**src/rtl/spike_scheduler.sv**
```systemverilog
// spike_scheduler: in-order spike event FIFO with a timestep drain FSM.
// The optional macro SPIKE_SCHED_STALE_DROP_EN discards stale events and counts them.
// When the macro is undefined, stale events are issued like current ones and drop_count stays 0.
module spike_scheduler #(
    parameter int SPIKE_IDX_W = 14,
    parameter int TIME_W      = 8,
    parameter int FIFO_DEPTH  = 16
) (
    input  logic                         clk,
    input  logic                         reset,
    input  logic                         in_valid,
    output logic                         in_ready,
    input  logic [SPIKE_IDX_W-1:0]       in_spike_idx,
    input  logic [TIME_W-1:0]            in_time,
    input  logic                         step,
    input  logic                         freeze,
    output logic                         out_valid,
    input  logic                         out_ready,
    output logic [SPIKE_IDX_W-1:0]       out_spike_idx,
    output logic [TIME_W-1:0]            out_time,
    output logic [TIME_W-1:0]            cur_time,
    output logic                         step_done,
    output logic [$clog2(FIFO_DEPTH):0]  fifo_count,
    output logic [15:0]                  drop_count
);
    localparam int AW = $clog2(FIFO_DEPTH);
    localparam int CW = AW + 1;
    localparam int EW = SPIKE_IDX_W + TIME_W;

    typedef enum logic [1:0] {S_IDLE, S_DRAIN, S_DONE} state_t;

    state_t                  r_state;
    state_t                  w_next;
    logic [EW-1:0]           r_mem [FIFO_DEPTH];
    logic [AW-1:0]           r_wr_ptr;
    logic [AW-1:0]           r_rd_ptr;
    logic [CW-1:0]           r_count;
    logic [TIME_W-1:0]       r_cur_time;
    logic                    r_out_valid;
    logic [SPIKE_IDX_W-1:0]  r_out_idx;
    logic [TIME_W-1:0]       r_out_time;
    logic                    w_full;
    logic                    w_empty;
    logic                    w_push;
    logic                    w_pop;
    logic                    w_load;
    logic                    w_drop;
    logic                    w_out_free;
    logic                    w_cur;
    logic                    w_stale;
    logic                    w_issuable;
    logic [SPIKE_IDX_W-1:0]  w_head_idx;
    logic [TIME_W-1:0]       w_head_time;
    logic [TIME_W-1:0]       w_delta;

    assign w_full     = r_count == CW'(FIFO_DEPTH);
    assign w_empty    = r_count == '0;
    assign w_push     = in_valid && !w_full;
    assign {w_head_idx, w_head_time} = r_mem[r_rd_ptr];
    // Head age relative to the current timestep; a set MSB means the tag lies in the past.
    assign w_delta    = w_head_time - r_cur_time;
    assign w_cur      = w_delta == '0;
    assign w_stale    = !w_cur && w_delta[TIME_W-1];
    assign w_out_free = !r_out_valid || out_ready;
`ifdef SPIKE_SCHED_STALE_DROP_EN
    assign w_issuable = w_cur;
`else
    assign w_issuable = w_cur || w_stale;
`endif
    assign w_pop      = w_load || w_drop;

    assign in_ready      = !w_full;
    assign out_valid     = r_out_valid;
    assign out_spike_idx = r_out_idx;
    assign out_time      = r_out_time;
    assign cur_time      = r_cur_time;
    assign fifo_count    = r_count;

    // FSM state register
    always_ff @(posedge clk or negedge reset) begin
        if (!reset) r_state <= S_IDLE;
        else        r_state <= w_next;
    end

    // Next state, issue/drop decisions and the step_done pulse
    always_comb begin
        w_next    = r_state;
        w_load    = 1'b0;
        w_drop    = 1'b0;
        step_done = 1'b0;
        case (r_state)
            S_IDLE:  w_next = step ? S_DRAIN : S_IDLE;
            S_DRAIN: begin
                w_load = !w_empty && !freeze && w_issuable && w_out_free;
`ifdef SPIKE_SCHED_STALE_DROP_EN
                w_drop = !w_empty && w_stale;
`endif
                if ((w_empty || (!w_cur && !w_stale)) && !r_out_valid) w_next = S_DONE;
            end
            S_DONE: begin
                step_done = 1'b1;
                w_next    = S_IDLE;
            end
            default: w_next = S_IDLE;
        endcase
    end

    // Event storage; contents need no reset because the pointers define validity
    always_ff @(posedge clk) begin
        if (w_push) r_mem[r_wr_ptr] <= {in_spike_idx, in_time};
    end

    // FIFO pointers and occupancy
    always_ff @(posedge clk or negedge reset) begin
        if (!reset) begin
            r_wr_ptr <= '0;
            r_rd_ptr <= '0;
            r_count  <= '0;
        end else begin
            r_wr_ptr <= w_push ? r_wr_ptr + AW'(1) : r_wr_ptr;
            r_rd_ptr <= w_pop ? r_rd_ptr + AW'(1) : r_rd_ptr;
            r_count  <= r_count + CW'(w_push) - CW'(w_pop);
        end
    end

    // Output register: loads on issue, holds until the downstream accepts
    always_ff @(posedge clk or negedge reset) begin
        if (!reset) begin
            r_out_valid <= 1'b0;
            r_out_idx   <= '0;
            r_out_time  <= '0;
        end else if (w_load) begin
            r_out_valid <= 1'b1;
            r_out_idx   <= w_head_idx;
            r_out_time  <= w_head_time;
        end else if (out_ready) begin
            r_out_valid <= 1'b0;
        end
    end

    // Current timestep advances as the step completes, wrapping naturally
    always_ff @(posedge clk or negedge reset) begin
        if (!reset) r_cur_time <= '0;
        else        r_cur_time <= (r_state == S_DONE) ? r_cur_time + TIME_W'(1) : r_cur_time;
    end

`ifdef SPIKE_SCHED_STALE_DROP_EN
    logic [15:0] r_drop_count;

    // Saturating count of discarded stale events
    always_ff @(posedge clk or negedge reset) begin
        if (!reset) r_drop_count <= '0;
        else        r_drop_count <= (w_drop && r_drop_count != 16'hFFFF) ? r_drop_count + 16'd1 : r_drop_count;
    end

    assign drop_count = r_drop_count;
`else
    assign drop_count = '0;
`endif
endmodule

```
**config.mk**
```make
export PLATFORM = sky130hd
export DESIGN_NAME = spike_scheduler
export DESIGN_NICKNAME = d
export VERILOG_FILES = /design/src/rtl/spike_scheduler.sv
export SDC_FILE = /design/constraint.sdc
export NUM_CORES = 1
export LEC_CHECK = 0
export BUFFER_PORTS_ARGS = -buffer_cell sky130_fd_sc_hd__buf_2
export CAP_MARGIN = 20
export CORE_MARGIN = 2
export CORE_UTILIZATION = 60
export DETAILED_ROUTE_END_ITERATION = 12
export GPL_ROUTABILITY_DRIVEN = 0
export PLACE_DENSITY_LB_ADDON = 0.2
export SLEW_MARGIN = 20
export SYNTH_ARGS = -nofsm -noshare
export SYNTH_HDL_FRONTEND = slang
export SYNTH_SLANG_ARGS = --single-unit
```
**constraint.sdc**
```tcl
create_clock -name clk -period 14.2 [get_ports clk]
set_input_delay 2.84 -clock clk [delete_from_list [all_inputs] [get_ports clk]]
set_output_delay 2.84 -clock clk [all_outputs]
set_load 0.05 [all_outputs]
```
==> metrics.txt <==
run status finished, final reports clean; clock tree from TritonCTS yes; required arrival time at the worst endpoint 14.64 ns; final non-filler cell total 1183; num rows 59; leading cell types by count after synthesis 352 x sky130_fd_sc_hd__edfxtp_1, 109 x sky130_fd_sc_hd__mux4_2, 46 x sky130_fd_sc_hd__dfrtp_1; vias in the first global route 7759; number of synthesized register bits 398; fraction of layout instances using a drive strength above 1 0.3377; routed via count 7244; combinational fraction of design power 0.326; Pwr Density 216.8 nW/um2; DIE AREA 27450 um2; count of maximum capacitance violations 0; die boundary width 165.7 um; WL/cell 26.87 um; post-synth design cell area 15680 um2; WP buf/inv 4; number of antenna-violating nets in the routed design 0; quantity of gates resized following cts 0; Longest Clk Path Bufs 3; starting density of the core 0.6070; Post-layout nets 865; stages on the worst setup path 20; sort of element at the start of the critical path flop; switching share of power 0.3250; number of vias per cell after detailed routing 6.123; max incr delay on CP 0.79 ns; Post-route DRC 0; worst vdd ir 0.0001857 V; capturing element type of the critical path flop; number of hold buffers added after cts 0; post-route total power 3.854 mW; share of total power in sequential cells 0.406; relative area change from synthesis to final layout 13.38%; top_reg_cell synth sky130_fd_sc_hd__edfxtp_1; total count of hold-check failures in the final report 0; overflow left after global routing 0; count of TritonRoute iterations in the first routing pass 4; height of the chip 165.7 um; per-instance average area after synthesis 21.81 um2; clock buffers created by TritonCTS 41; Reg clk slew, reported paths 0.06 ns; post-CTS repair timing setup buffer count 0; number of sinks on the clock net 398; number of setup violations in the final report 0; Worst Reg-to-Reg Cells 20; min cycle time layout 6.183 ns; CP Cell Sequence buf_4, buf_4, mux4_2, mux4_2, ha_1, or2_2, or3_1, o22ai_1, nor2_1, a2111oi_4, o21ai_4, inv_1, ha_1, inv_1, ha_1, fa_1, a21oi_1, nor2_1, nor2_1, xnor2_1; first-pass GRT wire length 48.29 mm; type of the tightest min-delay check flop to flop; number of warnings issued by yosys 0; Clock power frac 0.268; hold_ws 0.4839 ns; post-placement cell count 1109; FF+latch area 11730 um2; critical path class flop to flop; unrepaired setup endpoints after global routing no; number of enable flip-flop cells after synthesis 352; cell at the root of the clock tree sky130_fd_sc_hd__clkbuf_16; Filler cells 1577; dpl hpwl 18.16 mm; register area share after synthesis 0.7474; worst slew pin tran 0.8392 ns; final max-slew violation count 0; all-layer global routing usage 0.2389; pin count of the biggest net entering global routing 51; asr flop ratio synth 0.1156; Max-Slew Margin vs Limit 0.4399; routed wire length 31.79 mm; slowest stage cell on the critical path sky130_fd_sc_hd__dfrtp_4; Post-Route Setup TNS 0 ns; cell count after synthesis 719; Leakage Power 6.019 nW; final clock period utilization by the worst path 0.4355; top cells by area in the synthesized netlist sky130_fd_sc_hd__edfxtp_1 67%, sky130_fd_sc_hd__mux4_2 16%, sky130_fd_sc_hd__dfrtp_1 7.3%, sky130_fd_sc_hd__ha_1 1.5%, sky130_fd_sc_hd__mux2_1 1.2%; final clock skew 0.01474 ns; H-tree levels 2; Skew-Pair Late Insertion Delay 0.53 ns; utilization after layout 0.6882; total I/O pin count 82; worst-path fanout max 35; library cell with the highest instance count after synthesis sky130_fd_sc_hd__edfxtp_1; cell type contributing the most total cell area after synthesis sky130_fd_sc_hd__edfxtp_1; switching power summed over all nets 1.252 mW; drt first-iter violations 617; peak clock frequency supported by timing 161.7 MHz; number of buffers inserted by port buffering 65; Pint 2.602 mW; worst hold path depth 1; Top delay family on crit path buffers and inverters; total area of multi-input combinational cells 3765 um2; Floorplan Core Area 25840 um2; Arr. time, crit path 6.63 ns; number of antenna violations at the first check in global routing 1; area share of the largest cell type after synthesis 0.6740; number of library cell types mapped by synthesis 44
[sequential cells by signal (all words and copies together), names as in the netlist]
register / count
r_state: 2
cur_time: 8
r_rd_ptr: 4
out_time: 8
out_valid: 1
fifo_count: 5
r_mem: 352
r_wr_ptr: 4
out_spike_idx: 14
[layer usage]
layer / part of all wire / wire (um) / GRT usage
met1: 0.39 / 12550 / 0.3239
met2: 0.53 / 16910 / 0.4144
met3: 0.056 / 1772 / 0.03536
met4: 0.018 / 558 / 0.06465
met5: 0 / 0 / 0
[kinds of logic (layout without fill, tap and decap cells)]
family | count (synthesis) | in the layout | share of synthesized area
XOR/XNOR | 20 | 20 | 0.01117
buffers and inverters | 65 | 178 | 0.02090
flip-flops | 398 | 398 | 0.7474
AO/OA/AOI/OAI | 20 | 20 | 0.01061
adder cells (fa/ha/maj) | 20 | 20 | 0.01644
AND/OR/NAND/NOR | 60 | 60 | 0.01827
multiplexers | 135 | 135 | 0.1750
other | 1 | 17 | 0.0002391
[worst register-to-register path, stage by stage (launching register included)]
cell                        delay [ns]
sky130_fd_sc_hd__dfrtp_4          0.79
sky130_fd_sc_hd__buf_4            0.59
sky130_fd_sc_hd__buf_4            0.68
sky130_fd_sc_hd__mux4_2           0.61
sky130_fd_sc_hd__mux4_2           0.52
sky130_fd_sc_hd__ha_1             0.21
sky130_fd_sc_hd__or2_2            0.30
sky130_fd_sc_hd__or3_1            0.31
sky130_fd_sc_hd__o22ai_1          0.14
sky130_fd_sc_hd__nor2_1           0.09
sky130_fd_sc_hd__a2111oi_4        0.44
sky130_fd_sc_hd__o21ai_4          0.10
sky130_fd_sc_hd__inv_1            0.07
sky130_fd_sc_hd__ha_1             0.11
sky130_fd_sc_hd__inv_1            0.04
sky130_fd_sc_hd__ha_1             0.20
sky130_fd_sc_hd__fa_1             0.43
sky130_fd_sc_hd__a21oi_1          0.14
sky130_fd_sc_hd__nor2_1           0.06
sky130_fd_sc_hd__nor2_1           0.13
sky130_fd_sc_hd__xnor2_1          0.13
[final timing paths]
check	start	end	slack (ns)
min in group asynchronous	reset	out_spike_idx[7]	2.45
hold / removal	out_time[3]	out_time[3]	0.48
hold reg to reg	out_time[3]	out_time[3]	0.48
setup / recovery	r_rd_ptr[0]	fifo_count[4]	8.02
setup reg to reg	r_rd_ptr[0]	fifo_count[4]	8.02
max in group asynchronous	reset	r_rd_ptr[0]	11.17
[layout by cell type, fill, tap and decap left out, drive strengths merged, types with 2 or more instances in the layout]
cell      synthesis  final
a21oi             3      3
buf              31     88
bufinv            0      3
clkbuf           17     52
clkinv            0     15
clkinvlp          0      2
conb              1     16
dfrtp            46     46
edfxtp          352    352
ha               19     19
inv              17     18
mux2             23     23
mux2i             3      3
mux4            109    109
nand2            12     12
nand2b            3      3
nand3             5      5
nor2             22     22
nor2b             2      2
nor3              5      5
o211ai            3      3
o21a              2      2
o21ai             5      5
o31a              2      2
or2               2      2
or3               2      2
xnor2            16     16
xor2              4      4
[per-stage QoR]
| stage | setup slack [ns] | cell area [um2] |
|---|---|---|
| after floorplan | 8.851 | 15740 |
| after global placement | 8.062 | 16450 |
| after detailed placement | 7.973 | 16480 |
| after CTS | 7.914 | 17780 |
| after global routing | 7.498 | 17780 |
| final | 8.017 | 17780 |
[power groups by stage]
stage | sequential (mW) | combinational, mW | clock [mW]
after floorplan | 1.67 | 0.851 | 0
after global placement | 1.57 | 1.22 | 0
after detailed placement | 1.59 | 1.26 | 0
after CTS | 1.57 | 1.27 | 1.05
after global routing | 1.59 | 1.35 | 1.10
final | 1.56 | 1.25 | 1.03
[layout make-up]
type                    instances  area share
well taps                     335     0.02357
inverters                      17    0.003589
clock buffers                  52     0.06298
diodes                          1   0.0001407
flip-flops and latches        398      0.6597
clock inverters                21     0.01027
repair buffers                 88     0.02801
multi-input cells             271      0.2117
No activity file was read; power rests on OpenSTA's default activity.
